File: config.mk
export PLATFORM = sky130hd
export DESIGN_NAME = ad79x8_scan_ctrl
export DESIGN_NICKNAME = d
export VERILOG_FILES = /design/src/rtl/ad79x8_pkg.sv /design/src/rtl/ad79x8_sclk_gen.sv /design/src/rtl/ad79x8_scan_ctrl.sv
export SDC_FILE = /design/constraint.sdc
export NUM_CORES = 1
export LEC_CHECK = 0
export CAP_MARGIN = 5
export CORE_AREA = 4 4 93 95
export CTS_CLUSTER_DIAMETER = 30
export CTS_CLUSTER_SIZE = 14
export DETAILED_ROUTE_END_ITERATION = 6
export DIE_AREA = 0 0 97 99
export PLACE_DENSITY = 0.7
export SLEW_MARGIN = 25
export SYNTH_ARGS = -nofsm -noshare
export SYNTH_HDL_FRONTEND = slang
export SYNTH_SLANG_ARGS = --single-unit
export TNS_END_PERCENT = 5
File: constraint.sdc
create_clock -name clk -period 5.9 [get_ports clk]
set_input_delay 1.18 -clock clk [delete_from_list [all_inputs] [get_ports clk]]
set_output_delay 1.18 -clock clk [all_outputs]
set_load 0.03 [all_outputs]
File: src/rtl/ad79x8_pkg.sv
// Shared constants, FSM state type and control-word builder for the AD79x8 scan controller.
package ad79x8_pkg;

    localparam int FRAME_BITS   = 16;
    localparam int FRAME_HALVES = 2 * FRAME_BITS;

    // Control register bit positions (DIN, MSB first)
    localparam int CTRL_WRITE   = 15;
    localparam int CTRL_SEQ     = 14;
    localparam int CTRL_ADD_LSB = 10;
    localparam int CTRL_PM_LSB  = 8;
    localparam int CTRL_SHADOW  = 7;
    localparam int CTRL_RANGE   = 5;
    localparam int CTRL_CODING  = 4;

    // DOUT layout: leading zero, ADD2..0, then 12 data bits
    localparam int DOUT_ADD_LSB  = 12;
    localparam int DOUT_DATA_MSB = 11;

    typedef enum logic [1:0] {
        IDLE,
        SETUP,
        SHIFT,
        HOLD
    } state_t;

    function automatic logic [FRAME_BITS-1:0] build_ctrl(
        input logic [2:0] ch,
        input logic [1:0] pm,
        input logic       rng,
        input logic       coding
    );
        logic [FRAME_BITS-1:0] w;
        w                   = '0;
        w[CTRL_WRITE]       = 1'b1;
        w[CTRL_SEQ]         = 1'b0;
        w[CTRL_ADD_LSB +: 3] = ch;
        w[CTRL_PM_LSB +: 2] = pm;
        w[CTRL_SHADOW]      = 1'b0;
        w[CTRL_RANGE]       = rng;
        w[CTRL_CODING]      = coding;
        return w;
    endfunction

endpackage

File: src/rtl/ad79x8_sclk_gen.sv
// Half-period timer for one frame: half 0 is the SETUP interval, halves 1..32 alternate sclk low/high.
module ad79x8_sclk_gen
    import ad79x8_pkg::*;
#(
    parameter int CLK_DIV = 2
)(
    input  logic       clk,
    input  logic       reset,
    input  logic       i_en,
    input  logic       i_en_next,
    output logic       o_sclk,
    output logic       o_half_end,
    output logic       o_rise_stb,
    output logic       o_fall_stb,
    output logic [5:0] o_half
);

    localparam int CW = (CLK_DIV > 1) ? $clog2(CLK_DIV) : 1;
    localparam logic [CW-1:0] CNT_MAX = CW'(CLK_DIV - 1);

    logic [CW-1:0] r_cnt;
    logic [5:0]    r_half;
    logic          r_sclk;

    assign o_half_end = i_en && (r_cnt == CNT_MAX);
    // Odd halves are sclk-low; their end precedes a rising edge.
    assign o_rise_stb = o_half_end && r_half[0];
    assign o_fall_stb = o_half_end && !r_half[0] && (r_half != 6'd0);
    assign o_half     = r_half;
    assign o_sclk     = r_sclk;

    always_ff @(posedge clk) begin
        if (reset) begin
            r_cnt  <= '0;
            r_half <= '0;
            r_sclk <= 1'b1;
        end else if (!i_en_next) begin
            r_cnt  <= '0;
            r_half <= '0;
            r_sclk <= 1'b1;
        end else if (!i_en) begin
            r_cnt  <= '0;
            r_half <= '0;
        end else if (o_half_end) begin
            r_cnt  <= '0;
            r_half <= r_half + 6'd1;
            r_sclk <= r_half[0];
        end else begin
            r_cnt  <= r_cnt + 1'b1;
        end
    end

endmodule

File: src/rtl/ad79x8_scan_ctrl.sv
// SPI scan master for AD7908/AD7918/AD7928: power-up dummy frames, channel range scan, tagged results.
// Define ADC_ADDR_CHECK_EN to add the sticky addr_err output and returned-address checking.
module ad79x8_scan_ctrl
    import ad79x8_pkg::*;
#(
    parameter int DIGITS  = 8,
    parameter int CLK_DIV = 2,
    parameter int QUIET   = 2
)(
    input  logic              clk,
    input  logic              reset,
    input  logic              start,
    input  logic              cont,
    input  logic [2:0]        ch_last,
    input  logic [1:0]        PM,
    input  logic              range,
    input  logic              coding,
    input  logic              in_slave,
    output logic              out_slave,
    output logic              cs,
    output logic              sclk,
    output logic              busy,
    output logic              out_valid,
    output logic [DIGITS-1:0] out,
    output logic [2:0]        out_ch
`ifdef ADC_ADDR_CHECK_EN
    ,
    output logic              addr_err
`endif
);

    localparam int QW = (QUIET > 1) ? $clog2(QUIET) : 1;
    localparam logic [QW-1:0] QUIET_MAX = QW'(QUIET - 1);

    state_t                r_state, w_next_state;
    logic                  r_dummy_pend;
    logic [1:0]            r_dummy_left, w_dummy_next;
    logic [3:0]            r_k, w_k_next;
    logic [2:0]            r_ch_last, w_ch_last_next, w_ch_addr;
    logic [FRAME_BITS-1:0] r_tx, w_word, w_rx_word;
    logic [FRAME_BITS-2:0] r_rx;
    logic [QW-1:0]         r_quiet;
    logic                  r_cs, r_out_slave, r_busy, r_valid;
    logic [DIGITS-1:0]     r_out;
    logic [2:0]            r_out_ch;

    logic       w_sclk, w_half_end, w_rise_stb, w_fall_stb;
    logic [5:0] w_half;
    logic       w_en, w_en_next, w_shift_done, w_hold_end, w_scan_last;
    logic       w_scan_start, w_frame_adv, w_load, w_result_done;
    logic       w_unused_rx;

    assign w_en      = (r_state == SETUP) || (r_state == SHIFT);
    assign w_en_next = (w_next_state == SETUP) || (w_next_state == SHIFT);

    ad79x8_sclk_gen #(
        .CLK_DIV (CLK_DIV)
    ) u_sclk_gen (
        .clk        (clk),
        .reset      (reset),
        .i_en       (w_en),
        .i_en_next  (w_en_next),
        .o_sclk     (w_sclk),
        .o_half_end (w_half_end),
        .o_rise_stb (w_rise_stb),
        .o_fall_stb (w_fall_stb),
        .o_half     (w_half)
    );

    assign w_shift_done = (r_state == SHIFT) && w_half_end && (w_half == 6'(FRAME_HALVES));
    assign w_hold_end   = (r_state == HOLD) && (r_quiet == QUIET_MAX);
    assign w_scan_last  = (r_dummy_left == 2'd0) && (r_k == ({1'b0, r_ch_last} + 4'd1));
    assign w_scan_start = ((r_state == IDLE) && start) || (w_hold_end && w_scan_last && cont);
    assign w_frame_adv  = w_hold_end && !w_scan_last;
    assign w_load       = w_scan_start || w_frame_adv;

    // The ADC answers with the previous frame's conversion, so frame 0 of a scan carries no result.
    assign w_result_done = w_shift_done && (r_dummy_left == 2'd0) && (r_k != 4'd0);
    assign w_rx_word     = {r_rx, in_slave};
    assign w_unused_rx   = ^w_rx_word;

    always_ff @(posedge clk) begin
        if (reset) r_state <= IDLE;
        else       r_state <= w_next_state;
    end

    always_comb begin
        w_next_state = r_state;
        case (r_state)
            IDLE:    if (start)        w_next_state = SETUP;
            SETUP:   if (w_half_end)   w_next_state = SHIFT;
            SHIFT:   if (w_shift_done) w_next_state = HOLD;
            HOLD:    if (w_hold_end)   w_next_state = (w_scan_last && !cont) ? IDLE : SETUP;
            default:                   w_next_state = IDLE;
        endcase
    end

    // Parameters of the frame about to begin, and its control word.
    always_comb begin
        w_k_next       = r_k;
        w_dummy_next   = r_dummy_left;
        w_ch_last_next = r_ch_last;
        if (w_scan_start) begin
            w_k_next       = 4'd0;
            w_dummy_next   = r_dummy_pend ? 2'd2 : 2'd0;
            w_ch_last_next = ch_last;
        end else if (w_frame_adv) begin
            if (r_dummy_left != 2'd0) w_dummy_next = r_dummy_left - 2'd1;
            else                      w_k_next     = r_k + 4'd1;
        end
        w_ch_addr = (w_k_next > {1'b0, w_ch_last_next}) ? w_ch_last_next : w_k_next[2:0];
        w_word    = (w_dummy_next != 2'd0) ? '1 : build_ctrl(w_ch_addr, PM, range, coding);
    end

    always_ff @(posedge clk) begin
        if (reset) begin
            r_dummy_pend <= 1'b1;
            r_dummy_left <= '0;
            r_k          <= '0;
            r_ch_last    <= '0;
            r_tx         <= '0;
            r_rx         <= '0;
            r_quiet      <= '0;
            r_cs         <= 1'b1;
            r_out_slave  <= 1'b0;
            r_busy       <= 1'b0;
            r_valid      <= 1'b0;
            r_out        <= '0;
            r_out_ch     <= '0;
        end else begin
            r_k          <= w_k_next;
            r_dummy_left <= w_dummy_next;
            r_ch_last    <= w_ch_last_next;
            if (w_scan_start) r_dummy_pend <= 1'b0;

            if (w_load) begin
                r_tx        <= w_word;
                r_out_slave <= w_word[FRAME_BITS-1];
            end else if ((r_state == SHIFT) && w_rise_stb) begin
                r_out_slave <= r_tx[FRAME_BITS-2];
                r_tx        <= {r_tx[FRAME_BITS-2:0], 1'b0};
            end

            if ((r_state == SHIFT) && w_fall_stb) r_rx <= w_rx_word[FRAME_BITS-2:0];

            r_quiet <= ((r_state == HOLD) && !w_hold_end) ? r_quiet + 1'b1 : '0;
            r_cs    <= !w_en_next;
            r_busy  <= (w_next_state != IDLE);
            r_valid <= w_result_done;
            if (w_result_done) begin
                r_out    <= w_rx_word[DOUT_DATA_MSB -: DIGITS];
                r_out_ch <= w_rx_word[DOUT_ADD_LSB +: 3];
            end
        end
    end

`ifdef ADC_ADDR_CHECK_EN
    logic       r_addr_err;
    logic [2:0] w_exp_ch;

    assign w_exp_ch = r_k[2:0] - 3'd1;

    always_ff @(posedge clk) begin
        if (reset) begin
            r_addr_err <= 1'b0;
        end else if (w_result_done &&
                     (w_rx_word[FRAME_BITS-1] || (w_rx_word[DOUT_ADD_LSB +: 3] != w_exp_ch))) begin
            r_addr_err <= 1'b1;
        end
    end

    assign addr_err = r_addr_err;
`endif

    assign cs        = r_cs;
    assign sclk      = w_sclk;
    assign out_slave = r_out_slave;
    assign busy      = r_busy;
    assign out_valid = r_valid;
    assign out       = r_out;
    assign out_ch    = r_out_ch;

endmodule

; Yosys cells after proc, flatten, opt, wreduce, memory -nomap -nowiden
; Index checks and enable logic that the tools add are counted.
[word_totals]
register_bits = 65
output_inout_bits = 16
[op_classes]
add_sub_neg = 6
magnitude_cmp = 1
eq_ne = 7
muxes = 20
bitwise = 3
reduce_logical = 40
[op_table]
columns = cell, n
row1 = 15-bit 2-to-1 mux, 3
row2 = 1-bit logical AND, 18
row3 = 2-bit 2-to-1 mux, 8
row4 = 4-bit 2-to-1 mux, 3
row5 = 2-bit case mux with 4 select lines, 1
row6 = 2-bit nonzero test, 4
row7 = "6-bit by 1-bit adder with 6-bit output, second input constant", 1
row8 = "2-bit == test, second input constant", 3
row9 = "6-bit == test, second input constant", 1
row10 = 3-bit 2-to-1 mux, 2
row11 = 6-bit nonzero test, 1
row12 = 1-bit logical NOT, 5
row13 = "3-bit by 1-bit adder with 4-bit output, second input constant", 1
row14 = "4-bit by 1-bit adder with 4-bit output, second input constant", 1
row15 = "2-bit by 1-bit == test with 1-bit output, second input constant", 2
row16 = 4-bit == test, 1
row17 = 4-bit by 3-bit > comparator with 1-bit output, 1
row18 = 2-bit logical NOT, 2
row19 = 1-bit logical OR, 4
row20 = 4-bit nonzero test, 1
row21 = 2-bit OR reduction, 2
row22 = 4-bit OR reduction, 1
row23 = 1-bit 2-to-1 mux, 3
row24 = 1-bit NOT, 3
row25 = 4 further kinds, 5

; Depth between registers and ports, before layout
[depth]
word_depth = 11
depth_mapped = 15
mapped_depth_nobuf = 15

; By module
; A second synthesis with hierarchy kept.
[hier_totals]
hier_cells = 374
area_unflattened_um2 = 3176.8
[by_module_without_submodules]
columns = module, instances, cells_per_inst, area_per_inst_um2, seq_area_each_um2
row1 = ad79x8_scan_ctrl, 1, 333, 2822.7, 1141.1
row2 = ad79x8_sclk_gen, 1, 41, 354.1, 160.2

; Worst setup path after synthesis
; No wires, ideal clock.
[synth_path]
path_kind = input port to flip-flop
startpoint = input port cont
endpoint = register r_tx[10]
setup_time_ns = 0.115
arrival_time_ns = 3.274
required_time_ns = 5.785
path_slack_ns = 2.511
path_stages = 11
path_buffers = 0
cell_sequence = nand3_1 -> o21ai_2 -> mux2i_1 -> ha_1 -> nor2b_1 -> o21ai_0 -> a32oi_1 -> or3_1 -> a21oi_1 -> a2111oi_2 -> o21a_1
[synth_via]
elab_chain_len = 7
[synth_rtl]
columns = item, line
row1 = from (decl), ad79x8_scan_ctrl.sv:13  ; input logic cont,
row2 = 1-bit logical AND (*), ad79x8_scan_ctrl.sv:73  ; assign w_scan_start = ((r_state == IDLE) && start) || (w_hold_end && w_scan_last && cont);
row3 = 1-bit logical OR (*), ad79x8_scan_ctrl.sv:73
row4 = 4-bit 2-to-1 mux / 3-bit 2-to-1 mux (equally long branches), ad79x8_scan_ctrl.sv:103  ; if (w_scan_start) begin
row5 = 4-bit by 3-bit > comparator with 1-bit output, ad79x8_scan_ctrl.sv:111  ; w_ch_addr = (w_k_next > {1'b0, w_ch_last_next}) ? w_ch_last_next : w_k_next[2:0];
row6 = 3-bit 2-to-1 mux, ad79x8_scan_ctrl.sv:111
row7 = 15-bit 2-to-1 mux, ad79x8_scan_ctrl.sv:112  ; w_word = (w_dummy_next != 2'd0) ? '1 : build_ctrl(w_ch_addr, PM, range, coding);
row8 = 15-bit 2-to-1 mux, ad79x8_scan_ctrl.sv:136  ; if (w_load) begin
row9 = to (signal assigned), ad79x8_scan_ctrl.sv:137  ; r_tx <= w_word;
row10 = to (signal assigned), ad79x8_scan_ctrl.sv:141  ; r_tx <= {r_tx[FRAME_BITS-2:0], 1'b0};
row11 = to (decl), ad79x8_scan_ctrl.sv:40  ; logic [FRAME_BITS-1:0] r_tx, w_word, w_rx_word;
; Every way passes the cells marked *; elsewhere a longest branch is shown, timed or not.
; A chain may end at the register's enable or synchronous reset.

; Worst setup path in the final report
; Ends and elaborated chain as after synthesis.

==> summary.md <==
| Metric | Value |
|---|---|
| Outcome | finished, final reports clean |
| Pin count of the biggest net entering global routing | 36 |
| DR vias/cell | 5.14 |
| Register bit total from synthesis | 65 |
| Routed WL per cell | 12.9 µm |
| Post-synth EDFFs | 0 |
| Maxcap violations | 0 |
| IO Port Bufs | 27 |
| Die area | 9600 µm² |
| CTS hold repair buffers | 0 |
| Total gr overflow | 0 |
| Mux share of post-synthesis cell area | 6.41% |
| Clk buf depth | 2 |
| CP peak stage delay | 0.49 ns |
| Post-synthesis cell area | between 3000 and 4000 µm² |
| Post-synthesis xor/xnor area fraction | 3.16% |
| Worst-Margin Slew | 0.949 ns |
| Simple logic cell fraction of the synthesized area | 21.0% |
| Share of layout cells above drive strength 1 | 8.55% |
| Count of boundary I/O pins | 28 |
| Final WL | 6290 µm |
| Routed Antenna Nets | 0 |
| Synth area leaders | dfxtp_1 (43%), nand2_1 (8.5%), mux2i_1 (5.9%) |
| Clock root cell | clkbuf_8 |
| Main combinational cell family by area after synthesis | simple AND/OR/NAND/NOR gates |
| Reg clk slew, reported paths | 0.08 ns |
| Top cell type's share of synthesized area | 42.7% |
| Post-synthesis compound-gate area fraction | 17.2% |
| Area growth syn-to-layout | 17.9% |
| Die H | 99 µm |
| Fin cells | between 400 and 500 |
| Hold Vio Cnt, Final | 0 |
| Unique masters post-synth | 50 |
| Max Fanout on Critical Path | 10 |
| Fmax | around 0.26 GHz |
| Syn Inst Count | between 300 and 400 |
| Sink Count | 65 |
| Cell Chain, Critical Path | clkdlybuf4s50_1, nand3_1, o21ai_2, mux2i_1, ha_1, nor2b_1, o21ai_0, a32oi_1, or3_1, a21oi_1, a2111oi_2, o21a_1 |
| Critical Path RT | ~6.1 ns |
| Drt pass-1 iters | 4 |
| Period utilization | about 66% |
| RSZ-0062 raised after global routing | false |
| Max Clock Skew | 0.0104 ns |
| Width of the die | 97 µm |
| Relative slew slack | 36.5% |
| Ant. Diodes | 0 |
| Ys async rst share | 0% |
| Fin crit period | roughly 3.9 ns |
| DRC Markers | 0 |
| Leakage | ~1.4 nW |
| Top_reg_cell synth | dfxtp_1 |
| Tot GR Track Use | 14.0% |
| Final-layout setup total negative slack | 0 ns |
| Vias in the first global route | ~2400 |
| Final setup vio count | 0 |
| Post-CTS Setup Inserts | 0 |
| Crit Path Class | in -> reg |
| Power Density | 373 nW/µm² |
| Initial antenna violation count | 0 |
| Starting Density | 39.4% |
| Core ar. | 7730 µm² |
| Post-Synth Adder-Cell Area | 5.75% |
| Sequential element share of the synthesized area | 42.7% |
| Post-CTS Resized | 0 |
| Crit start category | primary input |
| CP endpoint kind | flop |
| Fin. max-slew vios | 0 |
| CTS tree | done |
| CTS H-tree depth | 3 |
| CTS Buf Count | 9 |
| Fin nets | 407 |
| Gpl congestion | between 0.9 and 1 |
| Syn Nets | 383 |
| CP Data Arrival Time | 4.12 ns |
| Placed cells | 472 |
| Slowest cell on the critical path | clkdlybuf4s50_1 |
| Leading area contributor after synthesis | dfxtp_1 |
| Initial DRC Count | 132 |
| First-pass GRT wire length | 11300 µm |
| Ys Warns | 0 |
| HPWL Detailed | ~4300 µm |
| Mean Syn Cell Area | 8.53 µm² |
| Vias | 2508 |
| Tightest Hold Check Type | reg -> reg |
| Worst VDD drop | 0.225 mV |
| Row Count | 32 |
| Skew-Pair Late Insertion Delay | about 0.34 ns |
[final cells by class]
class,instances,area (µm²)
flip-flops and latches,65,1300
well taps,102,128
multi-input cells,263,1630
clock buffers,9,124
clock inverters,7,80.1
fillers,755,4140
repair buffers,29,280
inverters,13,48.8
[stage by stage]
stage	worst slack [ns]	hold WS (ns)	power, mW	util (%)	cell area (µm²)
floorplan	2.51	0.436	0.864	-	3050
CTS	2.03	0.455	1.36	46.5	3590
global route	1.81	0.474	1.44	46.5	3590
detailed placement	1.71	0.445	0.963	43.8	3390
global placement	1.81	0.437	0.952	43.8	3390
finish	2.01	0.450	1.34	46.5	3590
[worst paths after layout]
check                          start               endpoint  slack [ns]  cells past startpoint
min              out[2]$_SDFFE_PP0P_    out[2]$_SDFFE_PP0P_        0.45                      2
min reg2reg      out[2]$_SDFFE_PP0P_    out[2]$_SDFFE_PP0P_        0.45                      2
max                             cont  r_tx[10]$_SDFFE_PP0P_        2.01                     12
max reg2reg  r_ch_last[0]$_SDFF_PP0_  r_tx[10]$_SDFFE_PP0P_        2.14                     14
[Yosys cell counts (5+ instances only)]
cell type	number
xor2_1	8
nand2_1	69
clkbuf_1	10
nand3_1	8
buf_2	5
nor2_1	40
a31oi_1	10
a311oi_1	7
mux2i_1	18
dfxtp_1	65
inv_1	13
ha_1	14
a21oi_1	28
[cell usage in the layout (no fill, tap or decap), types with 2 or more instances in the layout]
cell and instances:
mux2i_1 18, or3_1 2, xnor2_1 3, and3_1 2, a211oi_1 2, clkinv_4 3
nand3b_1 2, clkdlybuf4s50_1 26, inv_1 13, a31oi_1 10, ha_1 14, buf_4 2
nor3_1 2, a311oi_1 7, and3_2 2, o21ai_0 4, nand2b_1 2, a22o_1 2
a21oi_1 28, o31ai_1 2, o31a_1 4, dfxtp_1 65, nor2_1 40, xor2_1 8
a32oi_1 2, nand2_1 69, and2_1 3, nand4_1 3, nor2b_1 4, clkbuf_8 9
nand3_1 8
[cells by family (layout without fill, tap and decap cells)]
family / count (synthesis) / after routing
xor+xnor: 11 / 11
flops: 65 / 65
fa+ha+maj: 14 / 14
buf+inv: 29 / 58
mux: 19 / 19
compound gates: 75 / 75
simple gates: 144 / 144
[where the power goes]
| part | switching [mW] | leakage, nW | internal (mW) |
|---|---|---|---|
| Clock | 0.185 | 0.101 | 0.199 |
| Sequential | 0.0477 | 0.529 | 0.502 |
| Combinational | 0.235 | 0.793 | 0.172 |
| Total | 0.468 | 1.42 | 0.873 |
[state kept, by name, indices dropped and copies added (netlist names), 2 cells and up]
register,flops
r_dummy_left,2
r_tx,15
out_ch,3
out,8
r_state,2
r_ch_last,3
r_k,4
r_rx,14
u_sclk_gen.o_half,6
[critical path: cells and delay by family]
kind / cells / cell delay, ns
muxes: 1 / 0.29
buffers and inverters: 1 / 0.49
AOI/OAI and AO/OA: 6 / 1.23
and+or+nand+nor: 3 / 0.63
adders and majority gates: 1 / 0.29
[routing by layer]
metal | track usage (%) | up-vias | part of all wire [%] | wire, µm
li1 | - | 1281 | - | -
met1 | 18.2 | 1171 | 48 | 3030
met2 | 22.5 | 50 | 46 | 2890
met3 | 4.74 | 6 | 5.1 | 321
met4 | 3.02 | 0 | 0.94 | 59
met5 | 0 | - | 0 | 0
Note: power is estimated with default switching activity, not from simulation.
